## config.mk

```make
export PLATFORM = sky130hd
export DESIGN_NAME = serial_bit_feeder_flat
export DESIGN_NICKNAME = d
export VERILOG_FILES = /design/src/rtl/serial_bit_feeder_if.sv /design/src/rtl/serial_bit_feeder.sv /design/src/flat_wrapper.sv
export SDC_FILE = /design/constraint.sdc
export NUM_CORES = 1
export LEC_CHECK = 0
export CORE_MARGIN = 4
export CORE_UTILIZATION = 40
export DETAILED_ROUTE_END_ITERATION = 8
export PLACE_DENSITY = 0.77
export SYNTH_ARGS = -nofsm -noshare
export SYNTH_HDL_FRONTEND = slang
export SYNTH_SLANG_ARGS = --single-unit
```

## constraint.sdc

```tcl
create_clock -name clk -period 5.1 [get_ports clk]
set_input_delay 1.275 -clock clk [delete_from_list [all_inputs] [get_ports clk]]
set_output_delay 1.275 -clock clk [all_outputs]
set_load 0.1 [all_outputs]
```

## src/rtl/serial_bit_feeder_if.sv

```systemverilog
// Bus bundle between a word producer, the serial bit feeder and the
// downstream pattern detector. The feeder is the slave on the word side and
// the source of the serial stream.
interface serial_bit_feeder_if #(
  parameter int WIDTH = 8
) ();

  logic [WIDTH-1:0] din;
  logic             din_valid;
  logic             din_ready;
  logic             shift_en;
  logic             x_out;
  logic             x_valid;
  logic             x_last;
  logic             busy;

  // Producer side: offers words and paces the bit rate.
  modport master (
    output din, din_valid, shift_en,
    input  din_ready, x_out, x_valid, x_last, busy
  );

  // Feeder side: accepts words and emits the serial stream.
  modport slave (
    input  din, din_valid, shift_en,
    output din_ready, x_out, x_valid, x_last, busy
  );

endinterface

```

## src/rtl/serial_bit_feeder.sv

```systemverilog
// Parallel-to-serial front end for the serial pattern detector. A word taken
// over valid/ready is emitted one bit per enabled clock on x_out; between
// words x_out rests at IDLE_BIT, optionally padded with gap cycles so that
// detector patterns cannot span two words.
module serial_bit_feeder #(
  parameter int WIDTH      = 8,
  parameter bit MSB_FIRST  = 1'b1,
  parameter int GAP_CYCLES = 0,
  parameter bit IDLE_BIT   = 1'b0
) (
  input  logic               clk,
  input  logic               reset,
  serial_bit_feeder_if.slave bus
);

  localparam int              CNT_W      = $clog2(WIDTH);
  localparam logic [CNT_W-1:0] CNT_LAST   = CNT_W'(WIDTH - 1);
  localparam logic [CNT_W-1:0] CNT_PENULT = CNT_W'(WIDTH - 2);
  localparam bit              HAS_GAP    = (GAP_CYCLES > 0);
  localparam logic [7:0]      GAP_LAST   = HAS_GAP ? 8'(GAP_CYCLES - 1) : 8'd0;

  typedef enum logic [1:0] {
    IDLE,
    SHIFT,
    GAP
  } state_t;

  state_t           state;
  logic [WIDTH-1:0] shreg;     // bits still to be shown, next one at the head
  logic [CNT_W-1:0] cnt;       // index of the bit currently on x_out
  logic [7:0]       gap_cnt;   // enabled gap cycles already spent
  logic             x_out_q;
  logic             x_valid_q;
  logic             x_last_q;
  logic             last_bit_done;
  logic             ready_c;
  logic             load;

  // Head of a word in transmission order.
  function automatic logic head_bit(input logic [WIDTH-1:0] w);
    return MSB_FIRST ? w[WIDTH-1] : w[0];
  endfunction

  // Drop the head bit so the following bit becomes the new head.
  function automatic logic [WIDTH-1:0] drop_head(input logic [WIDTH-1:0] w);
    return MSB_FIRST ? {w[WIDTH-2:0], 1'b0} : {1'b0, w[WIDTH-1:1]};
  endfunction

  assign last_bit_done = (state == SHIFT) && bus.shift_en && (cnt == CNT_LAST);

  // Ready in IDLE, or on the final enabled bit when words may run back-to-back.
  always_comb begin
    // NOTE: assign a default before any branch so no path leaves the signal unassigned and a latch is inferred.
    ready_c = 1'b0;
    if (!reset) begin
      case (state)
        IDLE:    ready_c = 1'b1;
        SHIFT:   ready_c = !HAS_GAP && last_bit_done;
        default: ready_c = 1'b0;
      endcase
    end
  end

  assign load          = ready_c && bus.din_valid;
  assign bus.din_ready = ready_c;
  assign bus.x_out     = x_out_q;
  assign bus.x_valid   = x_valid_q;
  assign bus.x_last    = x_last_q;
  assign bus.busy      = (state != IDLE);

  // Sequencer: load, shift out, optional gap; all outputs registered.
  always_ff @(posedge clk or posedge reset) begin
    if (reset) begin
      // NOTE: the shift register is reset too, so a word cut short by reset can never resurface.
      state     <= IDLE;
      shreg     <= '0;
      cnt       <= '0;
      gap_cnt   <= '0;
      x_out_q   <= IDLE_BIT;
      x_valid_q <= 1'b0;
      x_last_q  <= 1'b0;
    end else if (load) begin
      // NOTE: non-blocking assignments keep every register updating from pre-edge values.
      state     <= SHIFT;
      shreg     <= drop_head(bus.din);
      cnt       <= '0;
      x_out_q   <= head_bit(bus.din);
      x_valid_q <= 1'b1;
      x_last_q  <= 1'b0;
    end else begin
      case (state)
        SHIFT: begin
          if (bus.shift_en) begin
            if (cnt != CNT_LAST) begin
              cnt      <= cnt + 1'b1;
              shreg    <= drop_head(shreg);
              x_out_q  <= head_bit(shreg);
              x_last_q <= (cnt == CNT_PENULT);
            end else begin
              state     <= HAS_GAP ? GAP : IDLE;
              gap_cnt   <= '0;
              x_out_q   <= IDLE_BIT;
              x_valid_q <= 1'b0;
              x_last_q  <= 1'b0;
            end
          end
        end
        GAP: begin
          if (bus.shift_en) begin
            if (gap_cnt == GAP_LAST) begin
              state <= IDLE;
            end else begin
              gap_cnt <= gap_cnt + 1'b1;
            end
          end
        end
        default: begin
          state <= IDLE;
        end
      endcase
    end
  end

endmodule
```

## src/flat_wrapper.sv

```systemverilog
// flat-port wrapper written by rule: the top's interface ports become plain ports
module serial_bit_feeder_flat 
#(
  parameter int WIDTH      = 8,
  parameter bit MSB_FIRST  = 1'b1,
  parameter int GAP_CYCLES = 0,
  parameter bit IDLE_BIT   = 1'b0
)
  (clk, reset, bus_din, bus_din_valid, bus_shift_en, bus_din_ready, bus_x_out, bus_x_valid, bus_x_last, bus_busy);
  serial_bit_feeder_if #(.WIDTH(WIDTH)) bus_i ();
  input  logic clk;
  input  logic reset;
  input wire logic [$bits(bus_i.din)-1:0] bus_din;
  input wire logic [$bits(bus_i.din_valid)-1:0] bus_din_valid;
  input wire logic [$bits(bus_i.shift_en)-1:0] bus_shift_en;
  output wire logic [$bits(bus_i.din_ready)-1:0] bus_din_ready;
  output wire logic [$bits(bus_i.x_out)-1:0] bus_x_out;
  output wire logic [$bits(bus_i.x_valid)-1:0] bus_x_valid;
  output wire logic [$bits(bus_i.x_last)-1:0] bus_x_last;
  output wire logic [$bits(bus_i.busy)-1:0] bus_busy;
  assign bus_i.din = bus_din;
  assign bus_i.din_valid = bus_din_valid;
  assign bus_i.shift_en = bus_shift_en;
  assign bus_din_ready = bus_i.din_ready;
  assign bus_x_out = bus_i.x_out;
  assign bus_x_valid = bus_i.x_valid;
  assign bus_x_last = bus_i.x_last;
  assign bus_busy = bus_i.busy;
  serial_bit_feeder #(.WIDTH(WIDTH), .MSB_FIRST(MSB_FIRST), .GAP_CYCLES(GAP_CYCLES), .IDLE_BIT(IDLE_BIT)) u_core (.clk(clk), .reset(reset), .bus(bus_i));
endmodule
```

==> results.sh <==
export IMPL_status="finished clean"
export IMPL_clk_pin_slew_ps=80
export IMPL_ctsHoldBuffers=0
export IMPL_core_area_um2=1760
export IMPL_rr_worst_depth=5
export IMPL_critPathBufInv=2
export IMPL_slew_headroom_pct=35.4
export IMPL_antenna_found_initial=0
export IMPL_clock_skew_ps=4.61
export IMPL_cp_max_fo=6
export IMPL_syn_avg_cell_area_um2=12.9
export IMPL_overflow=0
export IMPL_drv_slew=0
export IMPL_synthCells=59
export IMPL_wire_per_inst_um=12.0
export IMPL_pre_cts_ws_ps=1410
export IMPL_path_delay_family="buffers and inverters"
export IMPL_period_needed_ps=3690
export IMPL_wl_mm=1.21
export IMPL_ant_nets=0
export IMPL_ys_seq_elements=14
export IMPL_final_common_cell="clkdlybuf4s50_1"
export IMPL_drive_gt1_share_pct=30.3
export IMPL_cp_slowest_cell="clkdlybuf4s50_1"
export IMPL_finalSetupViolations=0
export IMPL_cts_made_buffers=3
export IMPL_hold_path_class="flip-flop to flip-flop"
export IMPL_p_total_mw=0.528
export IMPL_power_density_nw_per_um2=556
export IMPL_cts_sinks=14
export IMPL_die_y_um=51.6
export IMPL_num_nets_final=93
export IMPL_final_cell_mix="clkdlybuf4s50_1 (15), dfrtp_1 (14), mux2_4 (7), mux2_2 (5)"
export IMPL_rows=15
export IMPL_p_leak_nw=0.445
export IMPL_ys_types=20
export IMPL_gp_congestion=0.732
export IMPL_path_cells="clkdlybuf4s50_1 -> a21boi_2 -> nor2_1 -> buf_4"
export IMPL_cts_tree="built"
export IMPL_htreeDepth=1
export IMPL_drcViolationCount=0
export IMPL_setup_worst_path_start="bus_shift_en"
export IMPL_dr_pass1_iters=4
export IMPL_hold_slack_ps=490
export IMPL_grtUsageTotal_pct=10.8
export IMPL_grt_start_max_net_pins=15
export IMPL_drt_iter0_markers=1
export IMPL_vias=477
export IMPL_cp_required_ps=3830
export IMPL_rrSetupSlack_ps=3060
export IMPL_grt_pass1_vias=496
export IMPL_io_pins=17
export IMPL_clockRootBuffer="clkbuf_4"
export IMPL_cp_end_kind="output port"
export IMPL_hold_viol=0
export IMPL_die_area_um2=2660
export IMPL_finalCritPeriodShare_pct=72.3
export IMPL_cp_start_kind="input pin"
export IMPL_tightest_slew_ps=967
export IMPL_reg2reg_to="u_core.shreg[3]"
export IMPL_worstSetupPathType="input pin to output port"
export IMPL_fin_setup_tns_ps=0
export IMPL_ir_worst_vdd_mv=0.268
export IMPL_endpoint="bus_din_ready"
export IMPL_antennaDiodeCount=0
export IMPL_chipWidth_um=51.6
export IMPL_ys_warn_count=0
export IMPL_start_util_pct=43.0
export IMPL_syn_nets=74
export IMPL_n_fill_cell=175
export IMPL_max_freq_mhz=271
export IMPL_clock_path_buffers=2
export IMPL_netlist_area_um2=759
export IMPL_slowest_delay_ps=600
export IMPL_grt_first_pass_wirelength_mm=2.13
export IMPL_r2r_start="u_core.cnt[1]"
export IMPL_cts_setup_buffers=0
export IMPL_rsz0062_at_grt="no"
export IMPL_cap_viol_max_count=0
export IMPL_dpl_hpwl_um=886
export IMPL_seq_area_frac_synth_pct=46.1
export IMPL_crit_cells=4
export IMPL_vias_per_cell=4.72
export IMPL_cts_resized=0
export IMPL_syn2layout_area_growth_pct=24.9
export IMPL_worst_slack_ps=1410
export IMPL_clk_latency_ps=270
export IMPL_arrival_ps=2410
export IMPL_port_buffers=16
==> registers in the layout, summed over array words and instances (netlist names) <==
register	flops
u_core.bus.x_last	1
u_core.bus.x_out	1
u_core.bus.x_valid	1
u_core.cnt	3
u_core.shreg	7
u_core.state	1
==> synthesized netlist by cell type (all sizes together) <==
master / number / area share, %
or2: 2 / 1.6
nand4: 1 / 0.82
mux2i: 3 / 4.0
and2b: 1 / 1.2
nand3b: 1 / 1.5
dfrtp: 14 / 46
nand2: 4 / 2.0
inv: 4 / 2.0
and4b: 1 / 1.5
a21oi: 3 / 2.0
buf: 2 / 3.0
nand3: 1 / 0.66
a21boi: 1 / 1.5
mux2: 12 / 21
a21o: 1 / 0.99
nor3b: 1 / 2.5
xnor2: 1 / 1.2
nor2: 3 / 1.5
ha: 3 / 4.9
==> cells by family (layout without fill, tap and decap cells) <==
family                   count (synthesis)  in the layout  synth area share [%]
multiplexers                            15             15                  25.2
AND/OR/NAND/NOR                         15             15                  13.2
flip-flops                              14             14                  46.1
buffers and inverters                    6             23                  4.94
AO/OA/AOI/OAI                            5              5                  4.45
adder cells (fa/ha/maj)                  3              3                  4.94
XOR/XNOR                                 1              1                  1.15
==> report_power, final <==
| part | total [mW] | internal (mW) | leakage, nW | switching (mW) |
|---|---|---|---|---|
| combinational | 0.282 | 0.124 | 0.258 | 0.158 |
| clock | 0.0598 | 0.0273 | 0.0138 | 0.0326 |
| sequential | 0.185 | 0.156 | 0.174 | 0.0292 |
==> area by class of cell <==
cell class | instances | area (um2) | share of cell area, %
well taps | 25 | 31.3 | 3.30
multi-input cells | 39 | 372 | 39.2
flip-flops and latches | 14 | 350 | 36.9
repair buffers | 16 | 158 | 16.6
clock buffers | 3 | 22.5 | 2.37
inverters | 4 | 15.0 | 1.58
==> stage by stage <==
| step | instances | cell area, um2 | util (%) |
|---|---|---|---|
| final | 101 | 948 | 53.8 |
| after global routing | 101 | 948 | 53.8 |
| after CTS | 101 | 948 | 53.8 |
| after detailed placement | 98 | 926 | 52.5 |
| after global placement | 98 | 926 | 52.5 |
| after floorplan | 59 | 759 | - |
==> how the worst min path moves through the flow <==
stage                                   from            endpoint  slack [ps]  cells past startpoint
after global routing      u_core.bus.x_valid  u_core.bus.x_valid         520                      1
after global placement    u_core.bus.x_valid  u_core.bus.x_valid         470                      1
after floorplan              u_core.shreg[1]     u_core.shreg[1]         500                      2
after CTS                 u_core.bus.x_valid  u_core.bus.x_valid         500                      1
final                     u_core.bus.x_valid  u_core.bus.x_valid         490                      1
after detailed placement  u_core.bus.x_valid  u_core.bus.x_valid         480                      1
==> per-layer routing <==
layer | track usage (%) | part of all wire, %
met1 | 12.6 | 48
met2 | 19.1 | 48
met3 | 2.58 | 4.0
met4 | 3.93 | 0.66
met5 | 0 | 0
Note: power is estimated with default switching activity, not from simulation.
